[src/rtl/byte_serial_right_shifter_pkg.sv]
// Shared definitions for the byte-serial right shifter: FSM states, mode codes
// and the any-bit-set helper used to derive the zero flag.
package byte_serial_right_shifter_pkg;

  typedef enum logic [1:0] {
    IDLE  = 2'b00,
    SHIFT = 2'b01,
    DONE  = 2'b10
  } state_t;

  localparam logic [1:0] SHR_LOGIC = 2'b00;
  localparam logic [1:0] SHR_ARITH = 2'b01;
  localparam logic [1:0] SHR_ROT   = 2'b10;

  function automatic logic any_set(input logic [63:0] value);
    return |value;
  endfunction

endpackage

[src/rtl/byte_serial_right_shifter_step.sv]
// One-position right shift: logical, arithmetic or rotate. The reserved mode
// code falls back to logical.
module byte_serial_right_shifter_step
  import byte_serial_right_shifter_pkg::*;
#(
  parameter int WIDTH = 8
) (
  input  logic [WIDTH-1:0] A,
  input  logic [1:0]       mode,
  output logic [WIDTH-1:0] out,
  output logic             carry
);

  logic fill_s;

  // Select the bit entering at the MSB and form the shifted word.
  always_comb begin
    fill_s = 1'b0;
    case (mode)
      SHR_ARITH: fill_s = A[WIDTH-1];
      SHR_ROT:   fill_s = A[0];
      default:   fill_s = 1'b0;
    endcase
    out   = {fill_s, A[WIDTH-1:1]};
    carry = A[0];
  end

endmodule

[src/rtl/byte_serial_right_shifter.sv]
// Multi-cycle right shifter: accepts operand/amount/mode on a valid/ready
// handshake, shifts one position per clock, returns result, carry and zero.
module byte_serial_right_shifter
  import byte_serial_right_shifter_pkg::*;
#(
  parameter int WIDTH = 8,
  parameter int AMT_W = 3
) (
  input  logic             clk,
  input  logic             rst,
  input  logic             in_valid,
  output logic             in_ready,
  input  logic [WIDTH-1:0] A,
  input  logic [AMT_W-1:0] amount,
  input  logic [1:0]       mode,
  output logic             out_valid,
  input  logic             out_ready,
  output logic [WIDTH-1:0] out,
  output logic             carry,
  output logic             zero
);

  state_t           state_r;
  logic [WIDTH-1:0] data_r;
  logic [AMT_W-1:0] cnt_r;
  logic [1:0]       mode_r;
  logic             carry_r;
  logic [WIDTH-1:0] step_out_s;
  logic             step_carry_s;

  byte_serial_right_shifter_step #(
    .WIDTH (WIDTH)
  ) u_step (
    .A     (data_r),
    .mode  (mode_r),
    .out   (step_out_s),
    .carry (step_carry_s)
  );

  // Control FSM and datapath registers; inputs are captured only on accept.
  always_ff @(posedge clk or posedge rst) begin
    if (rst) begin
      state_r <= IDLE;
      data_r  <= '0;
      cnt_r   <= '0;
      mode_r  <= SHR_LOGIC;
      carry_r <= 1'b0;
    end else begin
      case (state_r)
        IDLE: begin
          if (in_valid) begin
            data_r  <= A;
            cnt_r   <= amount;
            mode_r  <= mode;
            carry_r <= 1'b0;
            state_r <= (amount == '0) ? DONE : SHIFT;
          end else begin
            state_r <= IDLE;
          end
        end
        SHIFT: begin
          data_r  <= step_out_s;
          carry_r <= step_carry_s;
          cnt_r   <= cnt_r - AMT_W'(1);
          if (cnt_r == AMT_W'(1)) begin
            state_r <= DONE;
          end else begin
            state_r <= SHIFT;
          end
        end
        DONE: begin
          if (out_ready) begin
            state_r <= IDLE;
          end else begin
            state_r <= DONE;
          end
        end
        default: state_r <= IDLE;
      endcase
    end
  end

  assign in_ready  = (state_r == IDLE);
  assign out_valid = (state_r == DONE);
  assign out       = data_r;
  assign carry     = carry_r;
  // Zero is a pure decode of the result register, so it is 1 out of reset.
  assign zero      = ~any_set(64'(data_r));

endmodule

[config.mk]
export PLATFORM = sky130hd
export DESIGN_NAME = byte_serial_right_shifter
export DESIGN_NICKNAME = d
export VERILOG_FILES = /design/src/rtl/byte_serial_right_shifter_pkg.sv /design/src/rtl/byte_serial_right_shifter_step.sv /design/src/rtl/byte_serial_right_shifter.sv
export SDC_FILE = /design/constraint.sdc
export NUM_CORES = 1
export LEC_CHECK = 0
export BUFFER_PORTS_ARGS = -buffer_cell sky130_fd_sc_hd__buf_2
export CELL_PAD_IN_SITES_DETAIL_PLACEMENT = 0
export CELL_PAD_IN_SITES_GLOBAL_PLACEMENT = 1
export CORE_MARGIN = 2
export CORE_UTILIZATION = 35
export CTS_CLUSTER_SIZE = 10
export DETAILED_ROUTE_END_ITERATION = 6
export PLACE_DENSITY = 0.8
export SKIP_CTS_REPAIR_TIMING = 1
export SYNTH_ARGS = -nofsm -noshare
export SYNTH_HDL_FRONTEND = slang
export SYNTH_SLANG_ARGS = --single-unit
[constraint.sdc]
create_clock -name clk -period 1.7 [get_ports clk]
set_input_delay 0 -clock clk [delete_from_list [all_inputs] [get_ports clk]]
set_output_delay 0 -clock clk [all_outputs]
set_load 0.01 [all_outputs]
=== After elaboration in Yosys (flattened, before gate mapping) ===
Index checks and enable logic that the tools add are counted.

* Register bits: 16
* Bits of input ports: 17
* Output and inout port bits: 12
* Word-level logic and storage cells: 34

* $add $sub $neg: 1
* Equality and inequality tests: 7
* Mux-type cells: 12
* Bitwise gates (word level): 1
* Reductions and logical operators: 7

{| class="wikitable"
|+ Operator list
! kind !! number
|-
| case mux 8 bit (2 select lines) || 1
|-
| two-way mux 2 bit || 4
|-
| two-way mux 8 bit || 1
|-
| OR reduction 8 bit || 1
|-
| case mux 2 bit (3 select lines) || 1
|-
| case mux 3 bit (2 select lines) || 1
|-
| equality test 2 x 1 -> 1 bit, second input constant || 2
|-
| equality test 2 bit, second input constant || 2
|-
| inequality test 2 bit, second input constant || 2
|-
| case mux 1 bit (2 select lines) || 2
|-
| AND reduction 2 bit || 2
|-
| equality test 3 x 1 -> 1 bit, second input constant || 1
|-
| logical NOT 3 bit || 1
|-
| two-way mux 3 bit || 1
|-
| AND reduction 3 bit || 1
|-
| subtractor 3 x 1 -> 3 bit, second input constant || 1
|-
| logical NOT 2 bit || 1
|-
| nonzero test 2 bit || 1
|-
| two-way mux 1 bit || 1
|-
| inverter 1 bit || 1
|}

=== Longest topological paths before layout ===
* Depth after elaboration: 4
* Mapped depth: 5
* Mapped depth without buffers: 5

=== Hierarchy ===
Synthesis repeated with hierarchy kept, for this count alone.

* Cells, all modules: 105
* Area total of the unflattened synthesis: 962.2 sq um

{| class="wikitable"
|+ Modules (own cells, without submodules)
! module !! instances !! cells an instance !! area each (sq um) !! sequential area each (sq um)
|-
| byte_serial_right_shifter || 1 || 90 || 850.8 || 400.4
|-
| byte_serial_right_shifter_step || 1 || 15 || 111.4 || 0.0
|}

=== Worst setup path after synthesis ===
Ideal clock, no wire load.

* Path type: reg2reg
* Start: reg state_r[0]
* End: reg mode_r[0]
* Library setup time: 125 ps
* Arrival time: 1268 ps
* Data required time: 1575 ps
* Setup slack: 307 ps
* Stages on the path, launching flop included: 5
* Path buffers: 2
* Period minus slack after synthesis: 1393 ps
* Cells stage by stage: dfrtp_1 -> buf_6 -> or3b_1 -> buf_2 -> mux2_4

* Longest elaborated chain between the ends: 2

{| class="wikitable"
|+ RTL lines
! element !! RTL line !! source
|-
| start: declaration || byte_serial_right_shifter.sv:23 || <nowiki>state_t state_r;</nowiki>
|-
| start signal: assignment || byte_serial_right_shifter.sv:56 || <nowiki>state_r <= (amount == '0) ? DONE : SHIFT;</nowiki>
|-
| logical NOT 2 bit || byte_serial_right_shifter.sv:49 || <nowiki>case (state_r)</nowiki>
|-
| AND reduction 2 bit (no line) || n/a ||
|-
| end signal: assignment || byte_serial_right_shifter.sv:54 || <nowiki>mode_r <= mode;</nowiki>
|-
| end: declaration || byte_serial_right_shifter.sv:26 || <nowiki>logic [1:0] mode_r;</nowiki>
|}

No other way between the ends.
A chain may end at the register's enable or synchronous reset.

=== Worst setup path in the final report ===
* Start: reg data_r[7], in the netlist out[7]
* End: out zero

* Longest elaborated chain between the ends: 2

{| class="wikitable"
|+ RTL lines
! element !! RTL line !! source
|-
| start: declaration || byte_serial_right_shifter.sv:24 || <nowiki>logic [WIDTH-1:0] data_r;</nowiki>
|-
| start signal: assignment || byte_serial_right_shifter.sv:62 || <nowiki>data_r <= step_out_s;</nowiki>
|-
| OR reduction 8 bit || byte_serial_right_shifter_pkg.sv:16 || <nowiki>return |value;</nowiki>
|-
| inverter 1 bit || byte_serial_right_shifter.sv:88 || <nowiki>assign zero = ~any_set(64'(data_r));</nowiki>
|-
| end: declaration || byte_serial_right_shifter.sv:20 || <nowiki>output logic zero</nowiki>
|}

No other way between the ends.

==> metrics <==
status=finished with violations; failing checks=negative hold slack; max incr delay on CP=540 ps; worst-case clock buffer depth=2; GR Util All Layers=15.4%; Worst slew margin=58.7%; clock sinks=16; clk_lat worst skew=290 ps; Area Overhead vs Synth=29.9%; slowest cell on the critical path=or4_1; die area=2860 µm²; Initial Util=37.7%; vias per cell=5.28; Die Wd=53.5 µm; top cell type's share of synthesized area=46.6%; first-pass GRT wire length=3190 µm; CTS clk-pin slew, worst paths=100 ps; Fin. Hold Viols=4; syn avg cell area=9.43 µm²; final WL=2020 µm; I/O pin count=29; Crit. End Element=primary output; P_leak=0.553 nW; Final Skew=7.42 ps; FP Rows=17; vias=813; fin. max-slew vios=0; Synth Register Bits=16; register area share after synthesis=46.6%; Final Cell Area=1110 µm²; overall power=1.98 mW; PortBufs=28; DRC errors left=0; antenna diode count=0; Max IR drop VDD=829 µV; Startpoint Class=flip-flop; Synth warnings=0; crit path time final=1490 ps; Final period util=87.5%; Worst EP required=1700 ps; clock buffer count from CTS=3; hpwl dp=1510 µm; antenna-violating nets left=0; CP Cell Sequence=or4_1 -> nor2_1 -> buf_2; H-tree depth=1; max-cap check violation count=0; Synth area leader=dfrtp_1; Pwr per Cell Area=1770 nW/µm²; top post-synthesis cells by area=dfrtp_1, a22oi_1, o21ai_1; final setup TNS=0 ps; Unique masters post-synth=28; crit path max fanout=4; Placer Congestion=0.833; Syn Inst Count=91; Top Family by Delay on Critical Path=simple AND/OR/NAND/NOR gates; First DRT Iteration DRCs=23; synthesized net count=110; routed len/inst=13.1 µm; initial antenna violation count=0; Worst Hold Slack=-10.5 ps; worst slew pin tran=620 ps; Die H=53.5 µm; Detailed Routing Iterations Pass 1=4; Core ar.=2280 µm²; Post-Syn Area=858 µm²; Root Driver=clkbuf_4; Worst EP arrival=1490 ps; CP bufs+invs=1; class of the worst hold path=in2reg; Crit Path Class=reg2out; CTS tree=yes; # fillers=226; total gr overflow=0; post-placement cell area=1030 µm²; share of layout cells above drive strength 1=30.2%; Layout Nets=146; setup violators final=0; unrepaired setup endpoints after global routing=no; Fmax achieved=0.672 GHz; largest net degree at the start of global routing=17; vias in the first global route=690
[sequential cells by signal, summed over array words and instances, names as in the netlist]
register and count:
mode_r 2, carry 1, state_r 2, cnt_r 3, out 8
[worst reg2reg max path, cell delays in order (launching register included)]
cell and delay, ps:
dfrtp_1 470, or3b_1 530, mux2_4 330
[logic make-up after synthesis]
family	Yosys count	synth area share [%]
fa+ha+maj	2	2.91
buf+inv	13	7.14
flops	16	46.6
compound gates	32	23.0
mux	2	3.50
simple gates	26	16.8
[final cells by class]
type / count / area (µm²) / area share [%]
Clock buffer: 4 / 36.3 / 3.25
Multi-Input combinational cell: 62 / 397 / 35.6
Inverter: 7 / 26.3 / 2.36
Tap cell: 28 / 35.0 / 3.14
Timing Repair Buffer: 37 / 220 / 19.8
Sequential cell: 16 / 400 / 35.9
[cells in the final DEF (no fill, tap or decap), types with 3 or more instances in the layout]
cell type and n:
a21oi_1 7, a22oi_1 7, buf_2 28, buf_4 4
clkbuf_4 3, dfrtp_1 16, dlygate4sd3_1 5, inv_1 7
nand2_1 7, nor2_1 4, nor2b_1 6, o21ai_1 10
[cells in the mapped netlist (all sizes together)]
master,instances
a21oi,7
o21ai,12
o31a,1
a22o,1
or3,1
nand3b,2
buf,3
a22oi,7
and2b,1
nor2b,6
mux2,2
a211oi,1
ha,2
or4,2
clkbuf,3
or3b,1
nor2,4
dfrtp,16
nand2b,1
nand2,7
a221oi,1
o21bai,1
a32oi,1
and3,1
inv,7
[final timing paths]
check	cells after the start	from	slack (ps)	to
min in group asynchronous	3	rst	320	out[0]
max in group asynchronous	3	rst	970	cnt_r[0]
hold / removal	3	A[6]	-10	out[6]
setup reg to reg	2	state_r[0]	270	mode_r[1]
setup / recovery	3	out[7]	210	zero
hold reg to reg	2	cnt_r[1]	500	cnt_r[1]
[routing by layer]
metal | up-vias | GRT usage [%] | routed length (µm)
met5 | - | 0 | 0
met4 | 0 | 5.13 | 16
met3 | 2 | 2.82 | 160
met2 | 36 | 24.3 | 896
met1 | 381 | 21.2 | 943
li1 | 394 | - | -
[power breakdown]
| part | switching, mW | total [mW] | internal [mW] | leakage, nW |
|---|---|---|---|---|
| Clock | 0.121 | 0.252 | 0.130 | 0.0210 |
| Combinational | 0.497 | 0.972 | 0.474 | 0.336 |
| Sequential | 0.185 | 0.753 | 0.568 | 0.196 |
[per-stage QoR]
stage	setup slack, ps	cells	utilization (%)
after detailed placement	288	145	45.2
final	213	154	49.0
after global placement	319	145	45.2
after CTS	197	149	46.8
after global routing	134	154	49.0
after floorplan	307	91	-
Power figures use the tool's default switching activity.
